## src/rtl/reset_pkg.sv

```systemverilog
// rtl/reset_pkg.sv - shared state encoding and parameter limits for the reset sequencer.
package reset_pkg;

  typedef enum logic [2:0] {
    WAIT_LOCK,
    HOLD,
    RELEASE,
    GAP,
    RUN,
    SOFT_ARM,
    SOFT_HOLD,
    SOFT_TAIL
  } state_t;

  localparam int NUM_DOMAINS_MIN = 1;
  localparam int NUM_DOMAINS_MAX = 8;
  localparam int SYNC_STAGES_MIN = 2;
  localparam int SYNC_STAGES_MAX = 4;
  localparam int HOLD_CYCLES_MIN = 1;
  localparam int GAP_CYCLES_MIN  = 0;
  localparam int TAIL_CYCLES_MIN = 1;

  function automatic int max3(input int a, input int b, input int c);
    int m;
    m = (a > b) ? a : b;
    return (m > c) ? m : c;
  endfunction

endpackage

```

## src/rtl/sync_ff.sv

```systemverilog
// rtl/sync_ff.sv - multi-flop synchroniser for a single asynchronous level.
module sync_ff #(
  parameter int STAGES = 2
) (
  input  logic clk,
  input  logic rst_n,
  input  logic d,
  output logic q
);
  import reset_pkg::*;

  logic [STAGES-1:0] sync_q;

  if (STAGES < SYNC_STAGES_MIN || STAGES > SYNC_STAGES_MAX) begin : g_bad_stages
    $error("sync_ff: STAGES out of range");
  end

  always_ff @(posedge clk or negedge rst_n) begin
    if (!rst_n) begin
      sync_q <= '0;
    end else begin
      sync_q <= {sync_q[STAGES-2:0], d};
    end
  end

  assign q = sync_q[STAGES-1];

endmodule

```

## src/rtl/reset_sequencer.sv

```systemverilog
// rtl/reset_sequencer.sv - PLL-lock driven staged reset release with masked soft reset.
// Optional lock-loss monitor: RST_LOCK_MONITOR_EN.
module reset_sequencer
  import reset_pkg::*;
#(
  parameter int NUM_DOMAINS = 3,
  parameter int SYNC_STAGES = 2,
  parameter int HOLD_CYCLES = 16,
  parameter int GAP_CYCLES  = 4,
  parameter int TAIL_CYCLES = 1
) (
  input  logic                   clk_100m,
  input  logic                   rst_n,
  input  logic                   clk_locked,
  input  logic                   step_en,
  input  logic                   soft_reset_req,
  input  logic [NUM_DOMAINS-1:0] soft_reset_mask,
  output logic [NUM_DOMAINS-1:0] rst_out,
  output logic                   rst_protect,
  output logic                   busy,
  output logic                   soft_reset_ack
);

  localparam int CNT_MAX = max3(HOLD_CYCLES, GAP_CYCLES, TAIL_CYCLES);
  localparam int CW      = $clog2(CNT_MAX + 1);
  localparam int IW      = (NUM_DOMAINS > 1) ? $clog2(NUM_DOMAINS) : 1;

  localparam logic [CW-1:0] HOLD_T   = CW'(HOLD_CYCLES);
  localparam logic [CW-1:0] GAP_T    = CW'(GAP_CYCLES);
  localparam logic [CW-1:0] TAIL_T   = CW'(TAIL_CYCLES);
  localparam logic [IW-1:0] LAST_IDX = IW'(NUM_DOMAINS - 1);

  if (NUM_DOMAINS < NUM_DOMAINS_MIN || NUM_DOMAINS > NUM_DOMAINS_MAX) begin : g_bad_num
    $error("reset_sequencer: NUM_DOMAINS out of range");
  end
  if (SYNC_STAGES < SYNC_STAGES_MIN || SYNC_STAGES > SYNC_STAGES_MAX) begin : g_bad_sync
    $error("reset_sequencer: SYNC_STAGES out of range");
  end
  if (HOLD_CYCLES < HOLD_CYCLES_MIN) begin : g_bad_hold
    $error("reset_sequencer: HOLD_CYCLES out of range");
  end
  if (GAP_CYCLES < GAP_CYCLES_MIN) begin : g_bad_gap
    $error("reset_sequencer: GAP_CYCLES out of range");
  end
  if (TAIL_CYCLES < TAIL_CYCLES_MIN) begin : g_bad_tail
    $error("reset_sequencer: TAIL_CYCLES out of range");
  end

  state_t                 state;
  state_t                 state_next;
  logic [CW-1:0]          cnt;
  logic [CW-1:0]          target;
  logic [IW-1:0]          idx;
  logic [NUM_DOMAINS-1:0] mask_q;
  logic [NUM_DOMAINS-1:0] rst_out_q;
  logic                   protect_q;
  logic                   lock_sync;
  logic                   lock_lost;
  logic                   counting;
  logic                   step_done;
  logic                   accept;

  sync_ff #(
    .STAGES(SYNC_STAGES)
  ) u_lock_sync (
    .clk  (clk_100m),
    .rst_n(rst_n),
    .d    (clk_locked),
    .q    (lock_sync)
  );

`ifdef RST_LOCK_MONITOR_EN
  assign lock_lost = (state != WAIT_LOCK) && !lock_sync;
`else
  assign lock_lost = 1'b0;
`endif

  // Exits fire on the qualifying step that reaches the count, so cnt never exceeds target-1.
  always_comb begin
    target   = HOLD_T;
    counting = 1'b0;
    case (state)
      HOLD, SOFT_HOLD: begin target = HOLD_T; counting = 1'b1; end
      GAP:             begin target = GAP_T;  counting = 1'b1; end
      SOFT_TAIL:       begin target = TAIL_T; counting = 1'b1; end
      default:         begin target = HOLD_T; counting = 1'b0; end
    endcase
  end

  assign step_done = step_en && counting && ((cnt + 1'b1) == target);
  assign accept    = (state == RUN) && soft_reset_req && (|soft_reset_mask) && !lock_lost;

  always_ff @(posedge clk_100m or negedge rst_n) begin
    if (!rst_n) begin
      state <= WAIT_LOCK;
    end else begin
      state <= state_next;
    end
  end

  always_comb begin
    state_next = state;
    case (state)
      WAIT_LOCK: if (lock_sync) state_next = HOLD;
      HOLD:      if (step_done) state_next = RELEASE;
      RELEASE: begin
        if (idx == LAST_IDX)      state_next = RUN;
        else if (GAP_CYCLES == 0) state_next = RELEASE;
        else                      state_next = GAP;
      end
      GAP:       if (step_done) state_next = RELEASE;
      RUN:       if (accept)    state_next = SOFT_ARM;
      SOFT_ARM:  if (step_en)   state_next = SOFT_HOLD;
      SOFT_HOLD: if (step_done) state_next = SOFT_TAIL;
      SOFT_TAIL: if (step_done) state_next = RUN;
      default:   state_next = WAIT_LOCK;
    endcase
    if (lock_lost) state_next = WAIT_LOCK;
  end

  always_comb begin
    busy           = (state != RUN);
    soft_reset_ack = accept;
  end

  always_ff @(posedge clk_100m or negedge rst_n) begin
    if (!rst_n) begin
      cnt       <= '0;
      idx       <= '0;
      mask_q    <= '0;
      rst_out_q <= '1;
      protect_q <= 1'b0;
    end else begin
      if (state_next != state) begin
        cnt <= '0;
      end else if (step_en && counting) begin
        cnt <= cnt + 1'b1;
      end

      if (accept) begin
        mask_q    <= soft_reset_mask;
        protect_q <= 1'b1;
      end

      case (state)
        HOLD: if (step_done) idx <= '0;
        RELEASE: begin
          rst_out_q[idx] <= 1'b0;
          if (idx != LAST_IDX) idx <= idx + 1'b1;
        end
        SOFT_ARM:  if (step_en)   rst_out_q <= rst_out_q | mask_q;
        SOFT_HOLD: if (step_done) rst_out_q <= rst_out_q & ~mask_q;
        SOFT_TAIL: if (step_done) protect_q <= 1'b0;
        default: ;
      endcase

      // Lock loss overrides whatever the current state was doing this cycle.
      if (lock_lost) begin
        rst_out_q <= '1;
        protect_q <= 1'b0;
        idx       <= '0;
      end
    end
  end

  assign rst_out     = rst_out_q;
  assign rst_protect = protect_q;

endmodule
```

## config.mk

```make
export PLATFORM = sky130hd
export DESIGN_NAME = reset_sequencer
export DESIGN_NICKNAME = d
export VERILOG_FILES = /design/src/rtl/reset_pkg.sv /design/src/rtl/sync_ff.sv /design/src/rtl/reset_sequencer.sv
export SDC_FILE = /design/constraint.sdc
export NUM_CORES = 1
export LEC_CHECK = 0
export BUFFER_PORTS_ARGS = -buffer_cell sky130_fd_sc_hd__buf_4
export CAP_MARGIN = 25
export CELL_PAD_IN_SITES_DETAIL_PLACEMENT = 0
export CELL_PAD_IN_SITES_GLOBAL_PLACEMENT = 1
export CORE_MARGIN = 2
export CORE_UTILIZATION = 40
export DETAILED_ROUTE_END_ITERATION = 12
export GPL_ROUTABILITY_DRIVEN = 0
export GPL_TIMING_DRIVEN = 0
export HOLD_SLACK_MARGIN = 0.1
export PLACE_DENSITY = 0.76
export SLEW_MARGIN = 20
export SYNTH_ARGS = -nofsm -noshare
export SYNTH_HDL_FRONTEND = slang
export SYNTH_SLANG_ARGS = --single-unit
export TNS_END_PERCENT = 30
```

## constraint.sdc

```tcl
create_clock -name clk_100m -period 1.99 [get_ports clk_100m]
set_clock_uncertainty 0.2 [all_clocks]
set_input_delay 0.398 -clock clk_100m [delete_from_list [all_inputs] [get_ports clk_100m]]
set_output_delay 0.398 -clock clk_100m [all_outputs]
set_load 0.05 [all_outputs]
```

==> run metrics <==
outcome=finished with violations; violations in the final reports=negative setup slack; RSZ-0062 raised after global routing=yes; largest net degree at the start of global routing=20; Core Area=3000 um^2; full die area=around 3600 um^2; total nets after synthesis=142; global-route total usage across every layer=0.187; top achievable clock speed=between 400 and 500 MHz; number of routed nets with antenna violations=0; Final Hold Vio Count=0; drt initial violations=24; area grow syn2layout=25.0%; type of origin of the critical path=flip-flop; average wire per cell in the routed design=approximately 15 um; initial standard-cell utilization of the core=0.414; vias after detailed routing=1,052; total CTS buffers=3; Slew Limit Fails=0; Setup CP Type=reg -> out; Ports=14; Worst Tran Pin Value=431 ps; portion of the post-synthesis area used by sequential elements=0.386; fraction of final layout cells with drive strength greater than 1=0.333; R2R Setup Slk=-170 ps; TritonCTS clock tree=yes; Synth Register Bits=19; setup slack after placement=-346 ps; placed instance count=176; area share of the largest cell type after synthesis=0.322; number of I/O port buffers=13; setup-violating endpoint count in the final report=12; most instantiated library cell after synthesis=sky130_fd_sc_hd__dfrtp_1; global-route wire length before repair=4960 um; cell taking the most area after synthesis=sky130_fd_sc_hd__dfrtp_1; Avg Cell Area, Syn=9.56 um^2; placed standard-cell area=1390 um^2; type of element capturing the critical path=output pin; post-route fraction of the period consumed by the critical path=1.10; Post-Syn Area=between 1000 and 1500 um^2; Post-route DRC=0; leading register cell type out of synthesis=sky130_fd_sc_hd__dfrtp_1; number of cells on the worst hold path=2; Filler cells=273; number of cells on the worst reg-to-reg path=7; Static Leakage=0.000663 uW; gate count after technology mapping=130; Finished Cell Area=approximately 1600 um^2; asr flop ratio synth=1.00; PD cells=roughly 1100 nW/um^2; Hold WC Path Type=in -> reg; sum of net half-perimeters after detailed placement=2060 um; Tmin final=approximately 2200 ps; remaining global-route overflow=0; worst relative slew slack=0.712; share of the core filled with cells in the final layout=0.517; crit path DAT=1580 ps; Cell variety after synth=45; data required time at the worst endpoint=1390 ps; CTS H-tree depth=1; cell at the root of the clock tree=sky130_fd_sc_hd__clkbuf_4; # clock sinks=19; drt first pass iters=6; YS warnings=0; reported max-cap violation count=0; number of global-route vias before repair=1,055; clock latency at the later pin of the worst-skew pair=290 ps; hold worst-path end=mask_q[1]; number of nets in the layout=between 150 and 200; end of the worst register-to-register path=cnt[2]; Via density=roughly 5.6; smallest setup slack after layout=-191 ps; crit path max fanout=4; overall die height=59.7 um; IR drop worst, VDD=0.842 mV; post-detailed-routing wire length=around 2900 um; die outline width=59.7 um; post-CTS clock slew at the launch and capture registers of the worst setup and hold paths=110 ps; antenna violations before repair=0; clk buf depth=2; count of standard-cell rows=20; total inserted antenna cells=0; biggest area contributors in the synthesized netlist=sky130_fd_sc_hd__dfrtp_1 32%, sky130_fd_sc_hd__dfstp_2 6.3%, sky130_fd_sc_hd__a21oi_1 4.8%, sky130_fd_sc_hd__ha_1 4.0%, sky130_fd_sc_hd__nand2_1 3.3%; Worst Hold Launch=soft_reset_mask[1]; Reg2Reg Launch Point=state[2]; count of non-filler cells in the finished layout=189; number of enable-type register cells in the synthesized netlist=0; cell types with the highest counts after synthesis=16 x sky130_fd_sc_hd__dfrtp_1, 12 x sky130_fd_sc_hd__a21oi_1, 11 x sky130_fd_sc_hd__nand2_1; setup TNS after final layout=-1220 ps
[cells by family after synthesis]
group / count (synthesis) / synth area share
AND/OR/NAND/NOR: 48 / 0.233
XOR/XNOR: 7 / 0.0604
multiplexers: 6 / 0.0514
AO/OA/AOI/OAI: 31 / 0.176
buffers and inverters: 15 / 0.0534
adder cells (fa/ha/maj): 4 / 0.0403
flip-flops: 19 / 0.386
[worst max-delay path by stage]
stage	start	end	slack, ps	cells past startpoint
floorplan	state[0]	cnt[0]	-520	6
global placement	cnt[1]	cnt[0]	-290	6
detailed placement	cnt[1]	cnt[2]	-350	6
CTS	state[0]	soft_reset_ack	-240	4
global route	state[0]	soft_reset_ack	-290	3
finish	state[2]	soft_reset_ack	-190	4
[layout by cell type (no fill, tap or decap), types with 2 or more instances in the layout]
master,instances
sky130_fd_sc_hd__xor2_1,3
sky130_fd_sc_hd__nand4b_1,3
sky130_fd_sc_hd__mux2_2,3
sky130_fd_sc_hd__clkbuf_4,3
sky130_fd_sc_hd__clkbuf_1,2
sky130_fd_sc_hd__nand2b_1,3
sky130_fd_sc_hd__nor2_1,5
sky130_fd_sc_hd__nand3_1,3
sky130_fd_sc_hd__buf_2,2
sky130_fd_sc_hd__dfrtp_1,14
sky130_fd_sc_hd__o21ai_0,6
sky130_fd_sc_hd__buf_4,18
sky130_fd_sc_hd__o22ai_1,2
sky130_fd_sc_hd__nand2_1,11
sky130_fd_sc_hd__inv_1,8
sky130_fd_sc_hd__dfrtp_2,2
sky130_fd_sc_hd__xnor2_1,2
sky130_fd_sc_hd__ha_1,3
sky130_fd_sc_hd__a21oi_1,12
sky130_fd_sc_hd__dlygate4sd3_1,2
sky130_fd_sc_hd__mux2i_1,2
sky130_fd_sc_hd__dfstp_2,3
sky130_fd_sc_hd__a31oi_1,2
sky130_fd_sc_hd__nor3_1,8
sky130_fd_sc_hd__buf_6,4
[metal layers]
| metal | track usage | part of all wire |
|---|---|---|
| met3 | 0.0390 | 0.031 |
| met2 | 0.307 | 0.48 |
| met1 | 0.244 | 0.47 |
| met5 | 0 | 0 |
| met4 | 0.0667 | 0.021 |
[critical path, cell delays in order (launching register included)]
cell and delay [ps]:
sky130_fd_sc_hd__dfrtp_1 360, sky130_fd_sc_hd__buf_6 110, sky130_fd_sc_hd__or3b_4 400, sky130_fd_sc_hd__nor3b_4 240, sky130_fd_sc_hd__buf_6 190
[final cells by class]
class / count / area (um^2) / share of cell area
Buffer: 6 / 33.8 / 0.0218
Clock buffer: 3 / 22.5 / 0.0145
Clock inverter: 1 / 5.00 / 0.00322
Inverter: 8 / 30.0 / 0.0193
Multi-Input combinational cell: 96 / 749 / 0.483
Sequential cell: 19 / 482 / 0.310
Tap cell: 33 / 41.3 / 0.0266
Timing Repair Buffer: 23 / 189 / 0.122
[registers in the layout (all words and copies together) (netlist names)]
| register | cells |
|---|---|
| rst_protect | 1 |
| u_lock_sync.sync_q | 2 |
| idx | 2 |
| rst_out | 3 |
| cnt | 5 |
| state | 3 |
| mask_q | 3 |
[power by group]
part	internal (uW)	switching (uW)
clock	74.8	123
sequential	504	84.5
combinational	402	586
[per-stage QoR]
stage          power, uW  hold slack [ps]
2_1_floorplan       1270            -97.6
3_3_place_gp        1470             82.8
3_5_place_dp        1490             86.9
4_1_cts             1750              130
5_1_grt             1890              124
6_report            1770              137
[timing repair]
| action | 4_1_cts | 5_1_grt |
|---|---|---|
| hold endpoints to repair | 20 | 0 |
| endpoints found under the setup margin | 18 | 18 |
| hold buffers | 2 | 0 |
| setup buffers | 4 | 4 |
| gates resized for setup | 11 | 6 |
| pin swaps | 8 | 3 |
No activity file was read; power rests on OpenSTA's default activity.
